## config.mk

```make
export PLATFORM = sky130hd
export DESIGN_NAME = tcp_tx_ctrl_flat
export DESIGN_NICKNAME = d
export VERILOG_FILES = /design/src/rtl/tcp_tx_ctrl_pkg.sv /design/src/rtl/tcp_tx_ctrl_if.sv /design/src/rtl/tcp_tx_len_calc.sv /design/src/rtl/tcp_tx_ctrl.sv /design/src/flat_wrapper.sv
export SDC_FILE = /design/constraint.sdc
export NUM_CORES = 1
export LEC_CHECK = 0
export ABC_AREA = 1
export ABC_CLOCK_PERIOD_IN_PS = 9800
export CORE_MARGIN = 1
export CORE_UTILIZATION = 30
export DETAILED_ROUTE_END_ITERATION = 16
export PLACE_DENSITY = 0.6
export SLEW_MARGIN = 20
export SYNTH_ARGS = -nofsm -noshare
export SYNTH_HDL_FRONTEND = slang
export SYNTH_HIERARCHICAL = 1
export SYNTH_SLANG_ARGS = --single-unit
```

## constraint.sdc

```tcl
create_clock -name clk -period 9.8 [get_ports clk]
set_input_delay 2.45 -clock clk [delete_from_list [all_inputs] [get_ports clk]]
set_output_delay 2.45 -clock clk [all_outputs]
set_load 0.02 [all_outputs]
```

## src/rtl/tcp_tx_ctrl_pkg.sv

```systemverilog
// tcp_tx_ctrl_pkg: shared types and default widths for the TCP TX control block
package tcp_tx_ctrl_pkg;
  localparam int TCP_FLOWID_W = 6;
  localparam int TCP_PTR_W = 32;
  localparam int TCP_MSS = 1460;
  typedef enum logic [2:0] {IDLE, READ_STATE, WAIT_RESP, CALCULATE, WRITEBACK, PKT_OUT} state_t;
  typedef struct packed {
    logic [TCP_PTR_W-1:0] una;
    logic [TCP_PTR_W-1:0] nxt;
    logic [15:0] win;
  } tx_state_t;
  typedef struct packed {
    logic [TCP_FLOWID_W-1:0] flowid;
    logic [TCP_PTR_W-1:0] seq;
    logic [TCP_PTR_W-1:0] ack;
    logic [15:0] payload_len;
    logic [TCP_PTR_W-1:0] payload_addr;
  } desc_t;
endpackage

```

## src/rtl/tcp_tx_ctrl_if.sv

```systemverilog
// tcp_tx_ctrl_if: scheduler, state-read, writeback and header handshakes of tcp_tx_ctrl
interface tcp_tx_ctrl_if import tcp_tx_ctrl_pkg::*; #(
  parameter int FLOWID_W = TCP_FLOWID_W,
  parameter int PTR_W = TCP_PTR_W
);
  logic sched_tx_req_val;
  logic [FLOWID_W-1:0] sched_tx_req_flowid;
  logic tx_sched_req_rdy;
  logic [FLOWID_W-1:0] state_rd_req_flowid;
  logic curr_tx_state_rd_req_val;
  logic curr_tx_state_rd_req_rdy;
  logic curr_tx_state_rd_resp_val;
  logic curr_tx_state_rd_resp_rdy;
  logic [PTR_W-1:0] curr_tx_state_rd_resp_una;
  logic [PTR_W-1:0] curr_tx_state_rd_resp_nxt;
  logic [15:0] curr_tx_state_rd_resp_win;
  logic tx_tail_ptr_rd_req_val;
  logic tx_tail_ptr_rd_req_rdy;
  logic tx_tail_ptr_rd_resp_val;
  logic tx_tail_ptr_rd_resp_rdy;
  logic [PTR_W-1:0] tx_tail_ptr_rd_resp_data;
  logic curr_rx_state_rd_req_val;
  logic curr_rx_state_rd_req_rdy;
  logic curr_rx_state_rd_resp_val;
  logic curr_rx_state_rd_resp_rdy;
  logic [PTR_W-1:0] curr_rx_state_rd_resp_ack;
  logic next_tx_state_wr_req_val;
  logic next_tx_state_wr_req_rdy;
  logic [FLOWID_W-1:0] next_tx_state_wr_req_flowid;
  logic [PTR_W-1:0] next_tx_state_wr_req_nxt;
  logic tx_dst_hdr_val;
  logic dst_tx_hdr_rdy;
  logic [FLOWID_W-1:0] tx_dst_hdr_flowid;
  logic [PTR_W-1:0] tx_dst_hdr_seq;
  logic [PTR_W-1:0] tx_dst_hdr_ack;
  logic [15:0] tx_dst_hdr_payload_len;
  logic [PTR_W-1:0] tx_dst_hdr_payload_addr;
  modport master (
    input sched_tx_req_val, sched_tx_req_flowid,
    input curr_tx_state_rd_req_rdy, curr_tx_state_rd_resp_val,
    input curr_tx_state_rd_resp_una, curr_tx_state_rd_resp_nxt, curr_tx_state_rd_resp_win,
    input tx_tail_ptr_rd_req_rdy, tx_tail_ptr_rd_resp_val, tx_tail_ptr_rd_resp_data,
    input curr_rx_state_rd_req_rdy, curr_rx_state_rd_resp_val, curr_rx_state_rd_resp_ack,
    input next_tx_state_wr_req_rdy, dst_tx_hdr_rdy,
    output tx_sched_req_rdy, state_rd_req_flowid,
    output curr_tx_state_rd_req_val, curr_tx_state_rd_resp_rdy,
    output tx_tail_ptr_rd_req_val, tx_tail_ptr_rd_resp_rdy,
    output curr_rx_state_rd_req_val, curr_rx_state_rd_resp_rdy,
    output next_tx_state_wr_req_val, next_tx_state_wr_req_flowid, next_tx_state_wr_req_nxt,
    output tx_dst_hdr_val, tx_dst_hdr_flowid, tx_dst_hdr_seq, tx_dst_hdr_ack,
    output tx_dst_hdr_payload_len, tx_dst_hdr_payload_addr
  );
  modport slave (
    output sched_tx_req_val, sched_tx_req_flowid,
    output curr_tx_state_rd_req_rdy, curr_tx_state_rd_resp_val,
    output curr_tx_state_rd_resp_una, curr_tx_state_rd_resp_nxt, curr_tx_state_rd_resp_win,
    output tx_tail_ptr_rd_req_rdy, tx_tail_ptr_rd_resp_val, tx_tail_ptr_rd_resp_data,
    output curr_rx_state_rd_req_rdy, curr_rx_state_rd_resp_val, curr_rx_state_rd_resp_ack,
    output next_tx_state_wr_req_rdy, dst_tx_hdr_rdy,
    input tx_sched_req_rdy, state_rd_req_flowid,
    input curr_tx_state_rd_req_val, curr_tx_state_rd_resp_rdy,
    input tx_tail_ptr_rd_req_val, tx_tail_ptr_rd_resp_rdy,
    input curr_rx_state_rd_req_val, curr_rx_state_rd_resp_rdy,
    input next_tx_state_wr_req_val, next_tx_state_wr_req_flowid, next_tx_state_wr_req_nxt,
    input tx_dst_hdr_val, tx_dst_hdr_flowid, tx_dst_hdr_seq, tx_dst_hdr_ack,
    input tx_dst_hdr_payload_len, tx_dst_hdr_payload_addr
  );
endinterface

```

## src/rtl/tcp_tx_len_calc.sv

```systemverilog
// tcp_tx_len_calc: payload length = min(unsent, usable window, MSS), modulo-2^PTR_W arithmetic
module tcp_tx_len_calc import tcp_tx_ctrl_pkg::*; #(
  parameter int PTR_W = TCP_PTR_W,
  parameter int MSS = TCP_MSS
) (
  input  logic [PTR_W-1:0] una,
  input  logic [PTR_W-1:0] nxt,
  input  logic [PTR_W-1:0] tail,
  input  logic [15:0]      win,
  output logic [15:0]      len
);
  logic [PTR_W-1:0] unsent, wsum, wavail, m;
  // a window sum larger than win can only mean nxt already ran past the window
  always_comb begin
    unsent = tail - nxt;
    wsum = una + PTR_W'(win) - nxt;
    wavail = wsum > PTR_W'(win) ? '0 : wsum;
    m = unsent < wavail ? unsent : wavail;
    m = m < PTR_W'(MSS) ? m : PTR_W'(MSS);
    len = 16'(m);
  end
endmodule

```

## src/rtl/tcp_tx_ctrl.sv

```systemverilog
// tcp_tx_ctrl: per-flow TX control; reads flow state, sizes one segment,
// writes back the send pointer and emits one header descriptor
module tcp_tx_ctrl import tcp_tx_ctrl_pkg::*; #(
  parameter int FLOWID_W = TCP_FLOWID_W,
  parameter int PTR_W = TCP_PTR_W,
  parameter int MSS = TCP_MSS
) (
  input logic clk,
  input logic rst,
  tcp_tx_ctrl_if.master bus
);
  state_t state, state_nxt;
  logic [FLOWID_W-1:0] flowid;
  tx_state_t txs;
  logic [PTR_W-1:0] tail, ack, new_nxt;
  desc_t desc;
  logic [15:0] len;
  logic req_go, resp_go;
  assign req_go = bus.curr_tx_state_rd_req_rdy & bus.tx_tail_ptr_rd_req_rdy & bus.curr_rx_state_rd_req_rdy;
  assign resp_go = bus.curr_tx_state_rd_resp_val & bus.tx_tail_ptr_rd_resp_val & bus.curr_rx_state_rd_resp_val;
  tcp_tx_len_calc #(.PTR_W(PTR_W), .MSS(MSS)) u_len_calc (
    .una(txs.una), .nxt(txs.nxt), .tail(tail), .win(txs.win), .len(len)
  );
  always_ff @(posedge clk)
    if (rst) state <= IDLE;
    else state <= state_nxt;
  always_comb begin
    state_nxt = state;
    case (state)
      IDLE:       state_nxt = bus.sched_tx_req_val ? READ_STATE : IDLE;
      READ_STATE: state_nxt = req_go ? WAIT_RESP : READ_STATE;
      WAIT_RESP:  state_nxt = resp_go ? CALCULATE : WAIT_RESP;
      CALCULATE:  state_nxt = len == '0 ? IDLE : WRITEBACK;
      WRITEBACK:  state_nxt = bus.next_tx_state_wr_req_rdy ? PKT_OUT : WRITEBACK;
      PKT_OUT:    state_nxt = bus.dst_tx_hdr_rdy ? IDLE : PKT_OUT;
      default:    state_nxt = IDLE;
    endcase
  end
  always_comb begin
    bus.tx_sched_req_rdy = state == IDLE;
    bus.curr_tx_state_rd_req_val = state == READ_STATE;
    bus.tx_tail_ptr_rd_req_val = state == READ_STATE;
    bus.curr_rx_state_rd_req_val = state == READ_STATE;
    bus.curr_tx_state_rd_resp_rdy = state == WAIT_RESP && resp_go;
    bus.tx_tail_ptr_rd_resp_rdy = state == WAIT_RESP && resp_go;
    bus.curr_rx_state_rd_resp_rdy = state == WAIT_RESP && resp_go;
    bus.next_tx_state_wr_req_val = state == WRITEBACK;
    bus.tx_dst_hdr_val = state == PKT_OUT;
  end
  always_ff @(posedge clk)
    if (rst) begin
      flowid <= '0;
      txs <= '0;
      tail <= '0;
      ack <= '0;
      desc <= '0;
      new_nxt <= '0;
    end else begin
      if (state == IDLE && bus.sched_tx_req_val) flowid <= bus.sched_tx_req_flowid;
      if (state == WAIT_RESP && resp_go) begin
        txs <= '{una: bus.curr_tx_state_rd_resp_una, nxt: bus.curr_tx_state_rd_resp_nxt,
                 win: bus.curr_tx_state_rd_resp_win};
        tail <= bus.tx_tail_ptr_rd_resp_data;
        ack <= bus.curr_rx_state_rd_resp_ack;
      end
      if (state == CALCULATE) begin
        desc <= '{flowid: flowid, seq: txs.nxt, ack: ack, payload_len: len, payload_addr: txs.nxt};
        new_nxt <= txs.nxt + PTR_W'(len);
      end
    end
  assign bus.state_rd_req_flowid = flowid;
  assign bus.next_tx_state_wr_req_flowid = flowid;
  assign bus.next_tx_state_wr_req_nxt = new_nxt;
  assign bus.tx_dst_hdr_flowid = desc.flowid;
  assign bus.tx_dst_hdr_seq = desc.seq;
  assign bus.tx_dst_hdr_ack = desc.ack;
  assign bus.tx_dst_hdr_payload_len = desc.payload_len;
  assign bus.tx_dst_hdr_payload_addr = desc.payload_addr;
endmodule

```

## src/flat_wrapper.sv

```systemverilog
// flat-port wrapper written by rule: the top's interface ports become plain ports
module tcp_tx_ctrl_flat import tcp_tx_ctrl_pkg::*;
#(
  parameter int FLOWID_W = TCP_FLOWID_W,
  parameter int PTR_W = TCP_PTR_W,
  parameter int MSS = TCP_MSS
)
  (clk, rst, bus_sched_tx_req_val, bus_sched_tx_req_flowid, bus_curr_tx_state_rd_req_rdy, bus_curr_tx_state_rd_resp_val, bus_curr_tx_state_rd_resp_una, bus_curr_tx_state_rd_resp_nxt, bus_curr_tx_state_rd_resp_win, bus_tx_tail_ptr_rd_req_rdy, bus_tx_tail_ptr_rd_resp_val, bus_tx_tail_ptr_rd_resp_data, bus_curr_rx_state_rd_req_rdy, bus_curr_rx_state_rd_resp_val, bus_curr_rx_state_rd_resp_ack, bus_next_tx_state_wr_req_rdy, bus_dst_tx_hdr_rdy, bus_tx_sched_req_rdy, bus_state_rd_req_flowid, bus_curr_tx_state_rd_req_val, bus_curr_tx_state_rd_resp_rdy, bus_tx_tail_ptr_rd_req_val, bus_tx_tail_ptr_rd_resp_rdy, bus_curr_rx_state_rd_req_val, bus_curr_rx_state_rd_resp_rdy, bus_next_tx_state_wr_req_val, bus_next_tx_state_wr_req_flowid, bus_next_tx_state_wr_req_nxt, bus_tx_dst_hdr_val, bus_tx_dst_hdr_flowid, bus_tx_dst_hdr_seq, bus_tx_dst_hdr_ack, bus_tx_dst_hdr_payload_len, bus_tx_dst_hdr_payload_addr);
  tcp_tx_ctrl_if #(.FLOWID_W(FLOWID_W), .PTR_W(PTR_W)) bus_i ();
  input logic clk;
  input logic rst;
  input wire logic [$bits(bus_i.sched_tx_req_val)-1:0] bus_sched_tx_req_val;
  input wire logic [$bits(bus_i.sched_tx_req_flowid)-1:0] bus_sched_tx_req_flowid;
  input wire logic [$bits(bus_i.curr_tx_state_rd_req_rdy)-1:0] bus_curr_tx_state_rd_req_rdy;
  input wire logic [$bits(bus_i.curr_tx_state_rd_resp_val)-1:0] bus_curr_tx_state_rd_resp_val;
  input wire logic [$bits(bus_i.curr_tx_state_rd_resp_una)-1:0] bus_curr_tx_state_rd_resp_una;
  input wire logic [$bits(bus_i.curr_tx_state_rd_resp_nxt)-1:0] bus_curr_tx_state_rd_resp_nxt;
  input wire logic [$bits(bus_i.curr_tx_state_rd_resp_win)-1:0] bus_curr_tx_state_rd_resp_win;
  input wire logic [$bits(bus_i.tx_tail_ptr_rd_req_rdy)-1:0] bus_tx_tail_ptr_rd_req_rdy;
  input wire logic [$bits(bus_i.tx_tail_ptr_rd_resp_val)-1:0] bus_tx_tail_ptr_rd_resp_val;
  input wire logic [$bits(bus_i.tx_tail_ptr_rd_resp_data)-1:0] bus_tx_tail_ptr_rd_resp_data;
  input wire logic [$bits(bus_i.curr_rx_state_rd_req_rdy)-1:0] bus_curr_rx_state_rd_req_rdy;
  input wire logic [$bits(bus_i.curr_rx_state_rd_resp_val)-1:0] bus_curr_rx_state_rd_resp_val;
  input wire logic [$bits(bus_i.curr_rx_state_rd_resp_ack)-1:0] bus_curr_rx_state_rd_resp_ack;
  input wire logic [$bits(bus_i.next_tx_state_wr_req_rdy)-1:0] bus_next_tx_state_wr_req_rdy;
  input wire logic [$bits(bus_i.dst_tx_hdr_rdy)-1:0] bus_dst_tx_hdr_rdy;
  output wire logic [$bits(bus_i.tx_sched_req_rdy)-1:0] bus_tx_sched_req_rdy;
  output wire logic [$bits(bus_i.state_rd_req_flowid)-1:0] bus_state_rd_req_flowid;
  output wire logic [$bits(bus_i.curr_tx_state_rd_req_val)-1:0] bus_curr_tx_state_rd_req_val;
  output wire logic [$bits(bus_i.curr_tx_state_rd_resp_rdy)-1:0] bus_curr_tx_state_rd_resp_rdy;
  output wire logic [$bits(bus_i.tx_tail_ptr_rd_req_val)-1:0] bus_tx_tail_ptr_rd_req_val;
  output wire logic [$bits(bus_i.tx_tail_ptr_rd_resp_rdy)-1:0] bus_tx_tail_ptr_rd_resp_rdy;
  output wire logic [$bits(bus_i.curr_rx_state_rd_req_val)-1:0] bus_curr_rx_state_rd_req_val;
  output wire logic [$bits(bus_i.curr_rx_state_rd_resp_rdy)-1:0] bus_curr_rx_state_rd_resp_rdy;
  output wire logic [$bits(bus_i.next_tx_state_wr_req_val)-1:0] bus_next_tx_state_wr_req_val;
  output wire logic [$bits(bus_i.next_tx_state_wr_req_flowid)-1:0] bus_next_tx_state_wr_req_flowid;
  output wire logic [$bits(bus_i.next_tx_state_wr_req_nxt)-1:0] bus_next_tx_state_wr_req_nxt;
  output wire logic [$bits(bus_i.tx_dst_hdr_val)-1:0] bus_tx_dst_hdr_val;
  output wire logic [$bits(bus_i.tx_dst_hdr_flowid)-1:0] bus_tx_dst_hdr_flowid;
  output wire logic [$bits(bus_i.tx_dst_hdr_seq)-1:0] bus_tx_dst_hdr_seq;
  output wire logic [$bits(bus_i.tx_dst_hdr_ack)-1:0] bus_tx_dst_hdr_ack;
  output wire logic [$bits(bus_i.tx_dst_hdr_payload_len)-1:0] bus_tx_dst_hdr_payload_len;
  output wire logic [$bits(bus_i.tx_dst_hdr_payload_addr)-1:0] bus_tx_dst_hdr_payload_addr;
  assign bus_i.sched_tx_req_val = bus_sched_tx_req_val;
  assign bus_i.sched_tx_req_flowid = bus_sched_tx_req_flowid;
  assign bus_i.curr_tx_state_rd_req_rdy = bus_curr_tx_state_rd_req_rdy;
  assign bus_i.curr_tx_state_rd_resp_val = bus_curr_tx_state_rd_resp_val;
  assign bus_i.curr_tx_state_rd_resp_una = bus_curr_tx_state_rd_resp_una;
  assign bus_i.curr_tx_state_rd_resp_nxt = bus_curr_tx_state_rd_resp_nxt;
  assign bus_i.curr_tx_state_rd_resp_win = bus_curr_tx_state_rd_resp_win;
  assign bus_i.tx_tail_ptr_rd_req_rdy = bus_tx_tail_ptr_rd_req_rdy;
  assign bus_i.tx_tail_ptr_rd_resp_val = bus_tx_tail_ptr_rd_resp_val;
  assign bus_i.tx_tail_ptr_rd_resp_data = bus_tx_tail_ptr_rd_resp_data;
  assign bus_i.curr_rx_state_rd_req_rdy = bus_curr_rx_state_rd_req_rdy;
  assign bus_i.curr_rx_state_rd_resp_val = bus_curr_rx_state_rd_resp_val;
  assign bus_i.curr_rx_state_rd_resp_ack = bus_curr_rx_state_rd_resp_ack;
  assign bus_i.next_tx_state_wr_req_rdy = bus_next_tx_state_wr_req_rdy;
  assign bus_i.dst_tx_hdr_rdy = bus_dst_tx_hdr_rdy;
  assign bus_tx_sched_req_rdy = bus_i.tx_sched_req_rdy;
  assign bus_state_rd_req_flowid = bus_i.state_rd_req_flowid;
  assign bus_curr_tx_state_rd_req_val = bus_i.curr_tx_state_rd_req_val;
  assign bus_curr_tx_state_rd_resp_rdy = bus_i.curr_tx_state_rd_resp_rdy;
  assign bus_tx_tail_ptr_rd_req_val = bus_i.tx_tail_ptr_rd_req_val;
  assign bus_tx_tail_ptr_rd_resp_rdy = bus_i.tx_tail_ptr_rd_resp_rdy;
  assign bus_curr_rx_state_rd_req_val = bus_i.curr_rx_state_rd_req_val;
  assign bus_curr_rx_state_rd_resp_rdy = bus_i.curr_rx_state_rd_resp_rdy;
  assign bus_next_tx_state_wr_req_val = bus_i.next_tx_state_wr_req_val;
  assign bus_next_tx_state_wr_req_flowid = bus_i.next_tx_state_wr_req_flowid;
  assign bus_next_tx_state_wr_req_nxt = bus_i.next_tx_state_wr_req_nxt;
  assign bus_tx_dst_hdr_val = bus_i.tx_dst_hdr_val;
  assign bus_tx_dst_hdr_flowid = bus_i.tx_dst_hdr_flowid;
  assign bus_tx_dst_hdr_seq = bus_i.tx_dst_hdr_seq;
  assign bus_tx_dst_hdr_ack = bus_i.tx_dst_hdr_ack;
  assign bus_tx_dst_hdr_payload_len = bus_i.tx_dst_hdr_payload_len;
  assign bus_tx_dst_hdr_payload_addr = bus_i.tx_dst_hdr_payload_addr;
  tcp_tx_ctrl #(.FLOWID_W(FLOWID_W), .PTR_W(PTR_W), .MSS(MSS)) u_core (.clk(clk), .rst(rst), .bus(bus_i));
endmodule
```

==> metrics.csv <==
metric,value,unit
num-fill-cells,6289,
fin_tns_setup,0,ns
ys_seq_area_frac,0.305,
synthArstFlopShare,0,
initial_utilization,0.306,
highest_layer,met5,
cts_tree,done,
route.met3.wl,4340,um
yosysMostFrequentCell,nor2_1,
cts_resized,0,
leakage,0.0107,uW
power.internal,2150,uW
drive_above_1_share,0.0374,
cts_made_buffers,35,
hold_end,u_core/bus.tx_dst_hdr_ack[12]$_SDFFE_PP0P_,
power,3030,uW
path_max_fanout,25,
clk_latency,0.56,ns
drc_errors,0,
synth_top_area_cell,dfxtp_1,
period_needed,8.06,ns
wl,59400,um
hold_violations,0,
hold_path.class,flop to flop,
met2_wirelength,26400,um
seqPwrFrac,0.369,
ys_ff_latch,271,
max_freq,0.124,GHz
syn2layout_area_growth,27.5,%
drv_slew,0,
cts_max_path_buffers,3,
ctsHoldBuffers,0,
yosys_warnings,6,
grt.total_usage,0.193,
synth-main-ff-cell,dfxtp_1,
grt_pass1_vias,16197,
cts-root-buf,clkbuf_16,
rrSetupSlack,1.74,ns
slowest_delay,0.56,ns
cts_setup_buffers,0,
r2r_end,u_core/bus.next_tx_state_wr_req_nxt[14]$_SDFFE_PP0P_,
combPwrFrac,0.190,
drtAntennaViolNets,0,
hpwl,45900,um
drtIter0Drc,971,
ir_drop,97.9,uV
place_congestion,0.939,
finalCritPeriodShare,0.822,
dieArea,60300,um^2
cts_num_sinks,271,
coreArea,58100,um^2
start_kind,flop,
hold_path_depth,2,
syn_area_per_cell,6.50,um^2
finalClockSkew,0.0214,ns
netlist_area,17800,um^2
rsz0062_at_grt,false,
holdCritStartpoint,u_core/ack[12]$_SDFFE_PP0P_,
viasPerCell,4.59,
cap_violations,0,
yosys-top-cells-count,"nor2_1, nand2_1, inv_1",
p_clk_frac,0.442,
p_sw,885,uW
outcome,"finished, final reports clean",
wl_per_cell,15.7,um
grt_max_degree,114,
nNetsFinal,3317,
synthTopCellsByArea,"dfxtp_1, nor2_1, nand2_1",
crit_required,10.23,ns
synth_top_cell_area_share,0.305,
ios,332,
port_buffers,331,
ys_types,52,
route.vias.total,17368,
die_h,246,um
timing.critical_path.mode_cell,nand2_1,
worstSetupPathType,flop to flop,
power_density,134,nW/um^2
die_x,246,um
tightest_slew,0.979,ns
dr.pass1.iters,6,
crit_path_top_delay_cell,fa_1,
netlist_instances,2737,
grt-ovfl-total,0,
cts.htree.levels,2,
rr_worst_depth,51,
rows,88,
worst_ep_arrival_time,8.49,ns
synth_edf_count,0,
swShare,0.292,
clkTransAtPathRegs,0.06,ns
slew-limit-headroom,0.347,
grt_pass1_wl,91100,um
m1WireLength,27200,um
final-setup-viol-count,0,
antenna_found_initial,3,
reg2reg_from,u_core/txs[17]$_SDFFE_PP0P_,
endpoint_kind,flop,
## final cells by class
| type | instances | area (um^2) | area share |
|---|---|---|---|
| multi-input combinational | 1972 | 10300 | 0.454 |
| sequential | 271 | 5430 | 0.239 |
| timing repair buffer | 341 | 3390 | 0.149 |
| inverter | 376 | 1420 | 0.0627 |
| clock buffer | 44 | 970 | 0.0427 |
| tap | 765 | 957 | 0.0422 |
| clock inverter | 16 | 229 | 0.0101 |
| antenna | 1 | 2.50 | 0.000110 |
## cells by family (layout without fill, tap and decap cells)
| kind of cell | Yosys count | after routing | synth area share |
|---|---|---|---|
| AOI/OAI and AO/OA | 427 | 427 | 0.126 |
| xor gates and xnor gates | 57 | 57 | 0.0281 |
| adders and majority gates | 159 | 159 | 0.119 |
| buffers and inverters | 513 | 777 | 0.121 |
| DFF | 271 | 271 | 0.305 |
| other | 2 | 22 | 0.000422 |
| and+or+nand+nor | 1308 | 1308 | 0.301 |
## critical path: cells and delay by family (launching register included)
family	cells	cell delay, ns
AOI/OAI and AO/OA	6	0.80
DFF	1	0.49
adders and majority gates	6	2.27
and+or+nand+nor	32	3.56
buffers and inverters	5	0.55
xor gates and xnor gates	2	0.28
## cell usage in the layout (no fill, tap or decap), types with 3 or more instances in the layout
master | Yosys | layout
nor2_1 | 578 | 578
nand2_1 | 541 | 541
inv_1 | 368 | 367
clkdlybuf4s50_1 | 0 | 331
o21ai_0 | 273 | 273
dfxtp_1 | 271 | 271
ha_1 | 141 | 141
a21oi_1 | 114 | 114
nand3_1 | 81 | 81
xor2_1 | 46 | 46
clkbuf_16 | 0 | 35
nor3_1 | 23 | 23
conb_1 | 2 | 21
nand4_1 | 19 | 19
fa_1 | 18 | 18
nand3b_1 | 16 | 16
xnor2_1 | 11 | 11
nand2_2 | 12 | 11
buf_4 | 47 | 10
nor2_2 | 8 | 8
nor4_1 | 7 | 7
clkinv_2 | 0 | 6
clkbuf_8 | 0 | 6
a21boi_1 | 6 | 6
o21bai_1 | 6 | 6
inv_2 | 7 | 5
o21ai_1 | 5 | 5
bufinv_16 | 0 | 4
nand2_4 | 3 | 4
and2_1 | 4 | 4
o21a_1 | 4 | 4
a31oi_1 | 4 | 4
clkbuf_1 | 56 | 3
nor3_2 | 3 | 3
nand3_2 | 3 | 3
## worst max-delay path by stage
| stage | startpoint | end | slack, ns | cells past startpoint |
|---|---|---|---|---|
| floorplan | u_core/txs[17]$_SDFFE_PP0P_ | u_core/bus.next_tx_state_wr_req_nxt[24]$_SDFFE_PP0P_ | 2.79 | 50 |
| global placement | u_core/txs[17]$_SDFFE_PP0P_ | u_core/bus.next_tx_state_wr_req_nxt[22]$_SDFFE_PP0P_ | 1.96 | 54 |
| detailed placement | u_core/txs[17]$_SDFFE_PP0P_ | u_core/bus.next_tx_state_wr_req_nxt[14]$_SDFFE_PP0P_ | 1.80 | 51 |
| CTS | u_core/txs[17]$_SDFFE_PP0P_ | u_core/bus.next_tx_state_wr_req_nxt[14]$_SDFFE_PP0P_ | 1.76 | 51 |
| global route | u_core/txs[17]$_SDFFE_PP0P_ | u_core/bus.next_tx_state_wr_req_nxt[22]$_SDFFE_PP0P_ | 0.83 | 54 |
| finish | u_core/txs[17]$_SDFFE_PP0P_ | u_core/bus.next_tx_state_wr_req_nxt[14]$_SDFFE_PP0P_ | 1.74 | 51 |
## sequential cells by signal, indices dropped and copies added, names as in the netlist
signal	count
u_core/ack	32
u_core/bus.next_tx_state_wr_req_flowid	6
u_core/bus.next_tx_state_wr_req_nxt	32
u_core/bus.tx_dst_hdr_ack	32
u_core/bus.tx_dst_hdr_flowid	6
u_core/bus.tx_dst_hdr_payload_addr	32
u_core/bus.tx_dst_hdr_payload_len	16
u_core/state	3
u_core/tail	32
u_core/txs	80
## power groups by stage
stage	sequential [uW]	clock, uW	combinational [uW]
2_1_floorplan	1150	0	374
3_3_place_gp	1140	0	570
3_5_place_dp	1140	0	569
4_1_cts	1120	1380	574
5_1_grt	1120	1420	644
6_report	1120	1340	575
## stage by stage
stage,instances,utilization,hold slack (ns),cell area [um^2],worst slack (ns)
floorplan,2756,-,0.455,17900,2.79
global placement,3725,0.370,0.463,21500,1.96
detailed placement,3725,0.370,0.471,21500,1.80
CTS,3785,0.390,0.486,22700,1.76
global route,3785,0.390,0.492,22700,0.832
finish,3786,0.390,0.481,22700,1.74
## routing by layer
layer | vias up | GRT usage
met5 | - | 0
met4 | 4 | 0.0539
met3 | 76 | 0.0482
met2 | 462 | 0.313
met1 | 7760 | 0.251
li1 | 9066 | -
No activity file was read; power rests on OpenSTA's default activity.
==> RTL change 1, RTL diff (config.mk and constraints unchanged) <==
Change the package constant `TCP_PTR_W` from 32 to 40.
--- a/src/rtl/tcp_tx_ctrl_pkg.sv
+++ b/src/rtl/tcp_tx_ctrl_pkg.sv
@@ -3,3 +3,3 @@
   localparam int TCP_FLOWID_W = 6;
-  localparam int TCP_PTR_W = 32;
+  localparam int TCP_PTR_W = 40;
   localparam int TCP_MSS = 1460;
Ports: changed (8 resized); port bits go from 332 to 396. No check against the original RTL was run, so the function may have changed too.
==> RTL change 1 against the original RTL <==
First-iteration DRC count grew 46%; synthesized area increased by 21%; non-clock buffer count rose by 74; design area is 20% higher; sequential cell count is 56 higher; power is 17% higher; setup slack got worse by 0.78 ns; sequential share of layout area increased by 0.082 points; routed wire length up 33%; critical endpoint is now u_core/bus.next_tx_state_wr_req_nxt[32].
==> RTL change 1: results <==
[grt]
use_met1_pct = 26.4
grt_use_met3_pct = 5.25
antenna_found_initial = 1
grt_pass1_wl_mm = 121
grt_max_degree = 149
grt_pass1_vias = 20561
use_met2_pct = 36.3
grtUsageTotal_pct = 21.2

[clocking]
cts_root_buf = clkbuf_16
cts_made_buffers = 39
cts_max_level = 2
clk_pin_slew_ns = 0.06
cts.path.max_buffers = 3
clock_latency_ns = 0.59

[synthesis]
yosysSeqAreaShare_pct = 30.5
async_flop_share_pct = 0
ys_warn_count = 6
synth_top_area_share_pct = 30.5
synth_area_leaders = dfxtp_1, nor2_1, nand2_1
yosysUniqueCellTypes = 56
ys.flop_type = dfxtp_1
yosys-top-cells-count = nor2_1, nand2_1, inv_1

[worst_setup_path]
max_stage_delay_ns = 0.54
cp.arrival_ns = 9.36
slowest_stage = fa_1
cp_max_fo = 15

[final_layout]
fillerInstances = 7597
drive_above_1_share_pct = 4.55
largest_register_ffs = 96
regMostFlops = u_core/txs
nets = 3983
num_antenna_cells = 0

[detailed_routing]
first_pass_iters = 5
routed_wl_mm = 79.2
avgViaCountPerCell = 4.70
drtIter0Drc = 1419

[timing]
finalHoldViolations = 0
fin_skew_ns = 0.0236
tightestPinTransition_ns = 1.05

[hold_path]
hp-class = reg2reg

[power_and_ir_drop]
leakagePower_nw = 12.7
ir_worst_vdd_v = 0.000103

[die]
fp.coreArea_sq_um = 70400

[status]
status = finished clean

[placed_design]
place_congestion = 0.965
io_buffers = 395
dp_hpwl_mm = 62.0
dp_slack_ns = 0.576
RTL change 1: report_power, final:
group	internal (W)	switching [W]	total (W)
clock	0.000848	0.000642	0.00149
combinational	0.000277	0.000422	0.000699
sequential	0.00134	0.00000871	0.00135
RTL change 1: kinds of logic (layout without fill, tap and decap cells):
| kind of cell | Yosys count | after routing | share of synthesized area, % |
|---|---|---|---|
| flip-flops | 327 | 327 | 30.5 |
| AO/OA/AOI/OAI | 545 | 546 | 13.4 |
| adder cells (fa/ha/maj) | 191 | 191 | 11.8 |
| buffers and inverters | 561 | 882 | 11.2 |
| XOR/XNOR | 70 | 70 | 2.89 |
| AND/OR/NAND/NOR | 1583 | 1583 | 30.2 |
| other | 2 | 29 | 0.0350 |
RTL change 1: stage by stage:
stage	instances	total power [W]	cell area (sq um)	hold WS (ns)	util [%]
after global placement	4496	0.00206	26000	0.464	36.9
after floorplan	3306	0.00182	21600	0.455	-
after CTS	4566	0.00357	27200	0.483	38.7
final	4568	0.00354	27300	0.480	38.8
after detailed placement	4496	0.00206	26000	0.472	36.9
after global routing	4568	0.00371	27300	0.500	38.8
RTL change 1: layout make-up:
| cell class | count | area share, % |
|---|---|---|
| Clock buffer | 53 | 3.99 |
| Inverter | 397 | 5.50 |
| Timing Repair Buffer | 415 | 15.1 |
| Clock inverter | 17 | 0.761 |
| Tap cell | 940 | 4.31 |
| Sequential cell | 327 | 24.0 |
| Multi-Input combinational cell | 2419 | 46.3 |
RTL change 1: per-layer routing:
metal	up-vias	share of wire, %
met5	-	0.016
met4	2	2.5
met3	98	7.5
met2	605	47
met1	9731	43
li1	11019	-
RTL change 1: worst paths after layout:
check / startpoint / endpoint / slack (ns) / cells after the start
max reg2reg: u_core/txs[17] / u_core/bus.next_tx_state_wr_req_nxt[32] / 0.96 / 52
max: u_core/txs[17] / u_core/bus.next_tx_state_wr_req_nxt[32] / 0.96 / 52
min reg2reg: u_core/ack[33] / u_core/ack[33] / 0.48 / 2
min: u_core/ack[33] / u_core/ack[33] / 0.48 / 2
RTL change 1: worst max-delay path: cells and delay by family (launching register included):
kind	cells	cell delay, ns
xor gates and xnor gates	1	0.09
AOI/OAI and AO/OA	8	1.75
DFF	1	0.44
buffers and inverters	5	0.63
and+or+nand+nor	32	3.49
adders and majority gates	6	2.38
RTL change 1: timing repair:
action,in CTS,in global routing
hold buffers,0,0
endpoints found under the hold margin,0,0
gates resized for setup,0,2
buffers inserted,0,1
endpoints found under the setup margin,0,35
==> RTL change 2, RTL diff (same settings) <==
Made on the original files. Re-encode `state_t` (6 states) as Gray code, 3 bits wide.
--- a/src/rtl/tcp_tx_ctrl_pkg.sv
+++ b/src/rtl/tcp_tx_ctrl_pkg.sv
@@ -5,3 +5,3 @@
   localparam int TCP_MSS = 1460;
-  typedef enum logic [2:0] {IDLE, READ_STATE, WAIT_RESP, CALCULATE, WRITEBACK, PKT_OUT} state_t;
+  typedef enum logic [2:0] {IDLE = 3'b000, READ_STATE = 3'b001, WAIT_RESP = 3'b011, CALCULATE = 3'b010, WRITEBACK = 3'b110, PKT_OUT = 3'b111} state_t;
   typedef struct packed {
Check against the original RTL: same outputs for any inputs over 4 cycles, from zero or initial values and one cycle with rst high; so few cycles prove little.
==> RTL change 2 against the original RTL <==
Critical path depth decreased by 4; sequential cell count unchanged; synthesized area increased by 1.9%; setup slack got worse by 0.13 ns; power decreased by 0.25%; sequential power about the same; design area increased by 1.0%; routed wire length increased by 6.4%; critical path type unchanged; critical endpoint is now u_core/bus.next_tx_state_wr_req_nxt[16]; largest power group unchanged.
==> RTL change 2: results <==
[grt]
use_met2_pct = 31.7
use_met1_pct = 28.5
grt_pass1_vias = 16320
antenna_found_initial = 0
grt_max_degree = 118
grt_pass1_wl_mm = 95.1
grt_use_met3_pct = 2.30
grtUsageTotal_pct = 19.9

[final_layout]
num_antenna_cells = 0
fillerInstances = 6392
nets = 3383
final_cells = 3861
drive_above_1_share_pct = 3.69

[timing]
fin_skew_ns = 0.0156
setup_ws_ns = 1.61
tightestPinTransition_ns = 1.05
final-setup-viol-count = 0
holdWs_ns = 0.453

[clocking]
cts_made_buffers = 31
cts_max_level = 1
clock_latency_ns = 0.60
clk_pin_slew_ns = 0.06

[worst_setup_path]
crit_end = u_core/bus.next_tx_state_wr_req_nxt[16]
max_stage_delay_ns = 0.58
cp_max_fo = 19
cp.arrival_ns = 8.68
slowest_stage = fa_1
rr_startpoint = u_core/txs[23]
reg2reg_depth = 47

[detailed_routing]
drc_errors = 0
wl_met2_mm = 28.1
met1Wirelength_mm = 30.3
wl_per_cell_um = 16.4
wl_met3_mm = 3.52
top_layer = met4
drtIter0Drc = 1250
avgViaCountPerCell = 4.64

[synthesis]
synth_cells = 2806
async_flop_share_pct = 0
synth_xor_area_share_pct = 2.70
synth_compound_area_share_pct = 12.5
yosysUniqueCellTypes = 50
synth_area_leaders = dfxtp_1, nand2_1, ha_1
yosysSeqAreaShare_pct = 29.9
yosys-top-cells-count = nand2_1, nor2_1, inv_1
synthAdderAreaFrac_pct = 11.7

[status]
status = finished clean

[power_and_ir_drop]
ir_worst_vdd_v = 0.000150
leakagePower_nw = 10.9

[placed_design]
dp_slack_ns = 1.71
dp_hpwl_mm = 48.7
place_congestion = 0.932
placed_area_sq_um = 21800
dp_cells = 3803

[hold_path]
hp-class = reg2reg
whs_endpoint = u_core/bus.tx_dst_hdr_ack[5]
hp-start = u_core/ack[5]
-- RTL change 2: cell types whose count changed in the layout (fill, tap and decap cells not counted), moves of 6 or more --
cell / unedited run / this run
a21boi_1: 6 / 0
o21ai_0: 273 / 201
nand3_1: 81 / 92
o21bai_1: 6 / 16
nor2_1: 578 / 440
nand2_1: 541 / 734
a21oi_1: 114 / 181
a21boi_0: 1 / 7
nor3_1: 23 / 15
nand4_1: 19 / 25
-- RTL change 2: final cells by class --
cell class / instances / area [sq um] / share of cell area [%]
multi-input cells: 2038 / 10600 / 46.2
flip-flops and latches: 271 / 5430 / 23.7
repair buffers: 341 / 3390 / 14.8
inverters: 380 / 1430 / 6.25
well taps: 773 / 967 / 4.22
clock buffers: 39 / 846 / 3.69
clock inverters: 19 / 272 / 1.19
-- RTL change 2: power by group --
group / internal [W] / leakage [nW] / total (W) / switching, W
clock: 0.000771 / 0.546 / 0.00128 / 0.000511
combinational: 0.000240 / 8.18 / 0.000626 / 0.000385
sequential: 0.00111 / 2.18 / 0.00112 / 0.00000854
total: 0.00212 / 10.9 / 0.00303 / 0.000905
-- RTL change 2: logic make-up (layout without fill, tap and decap cells) --
family | after synthesis | count (layout)
simple gates | 1374 | 1374
buf+inv | 516 | 779
compound gates | 428 | 428
flops | 271 | 271
fa+ha+maj | 159 | 159
xor+xnor | 56 | 56
other cells | 2 | 21
-- RTL change 2: worst max-delay path: cells and delay by family, from the launching register on --
family | cells | cell delay (ns)
compound gates | 7 | 1.33
xor+xnor | 1 | 0.44
fa+ha+maj | 5 | 1.86
buf+inv | 2 | 0.10
flops | 1 | 0.48
simple gates | 32 | 3.85
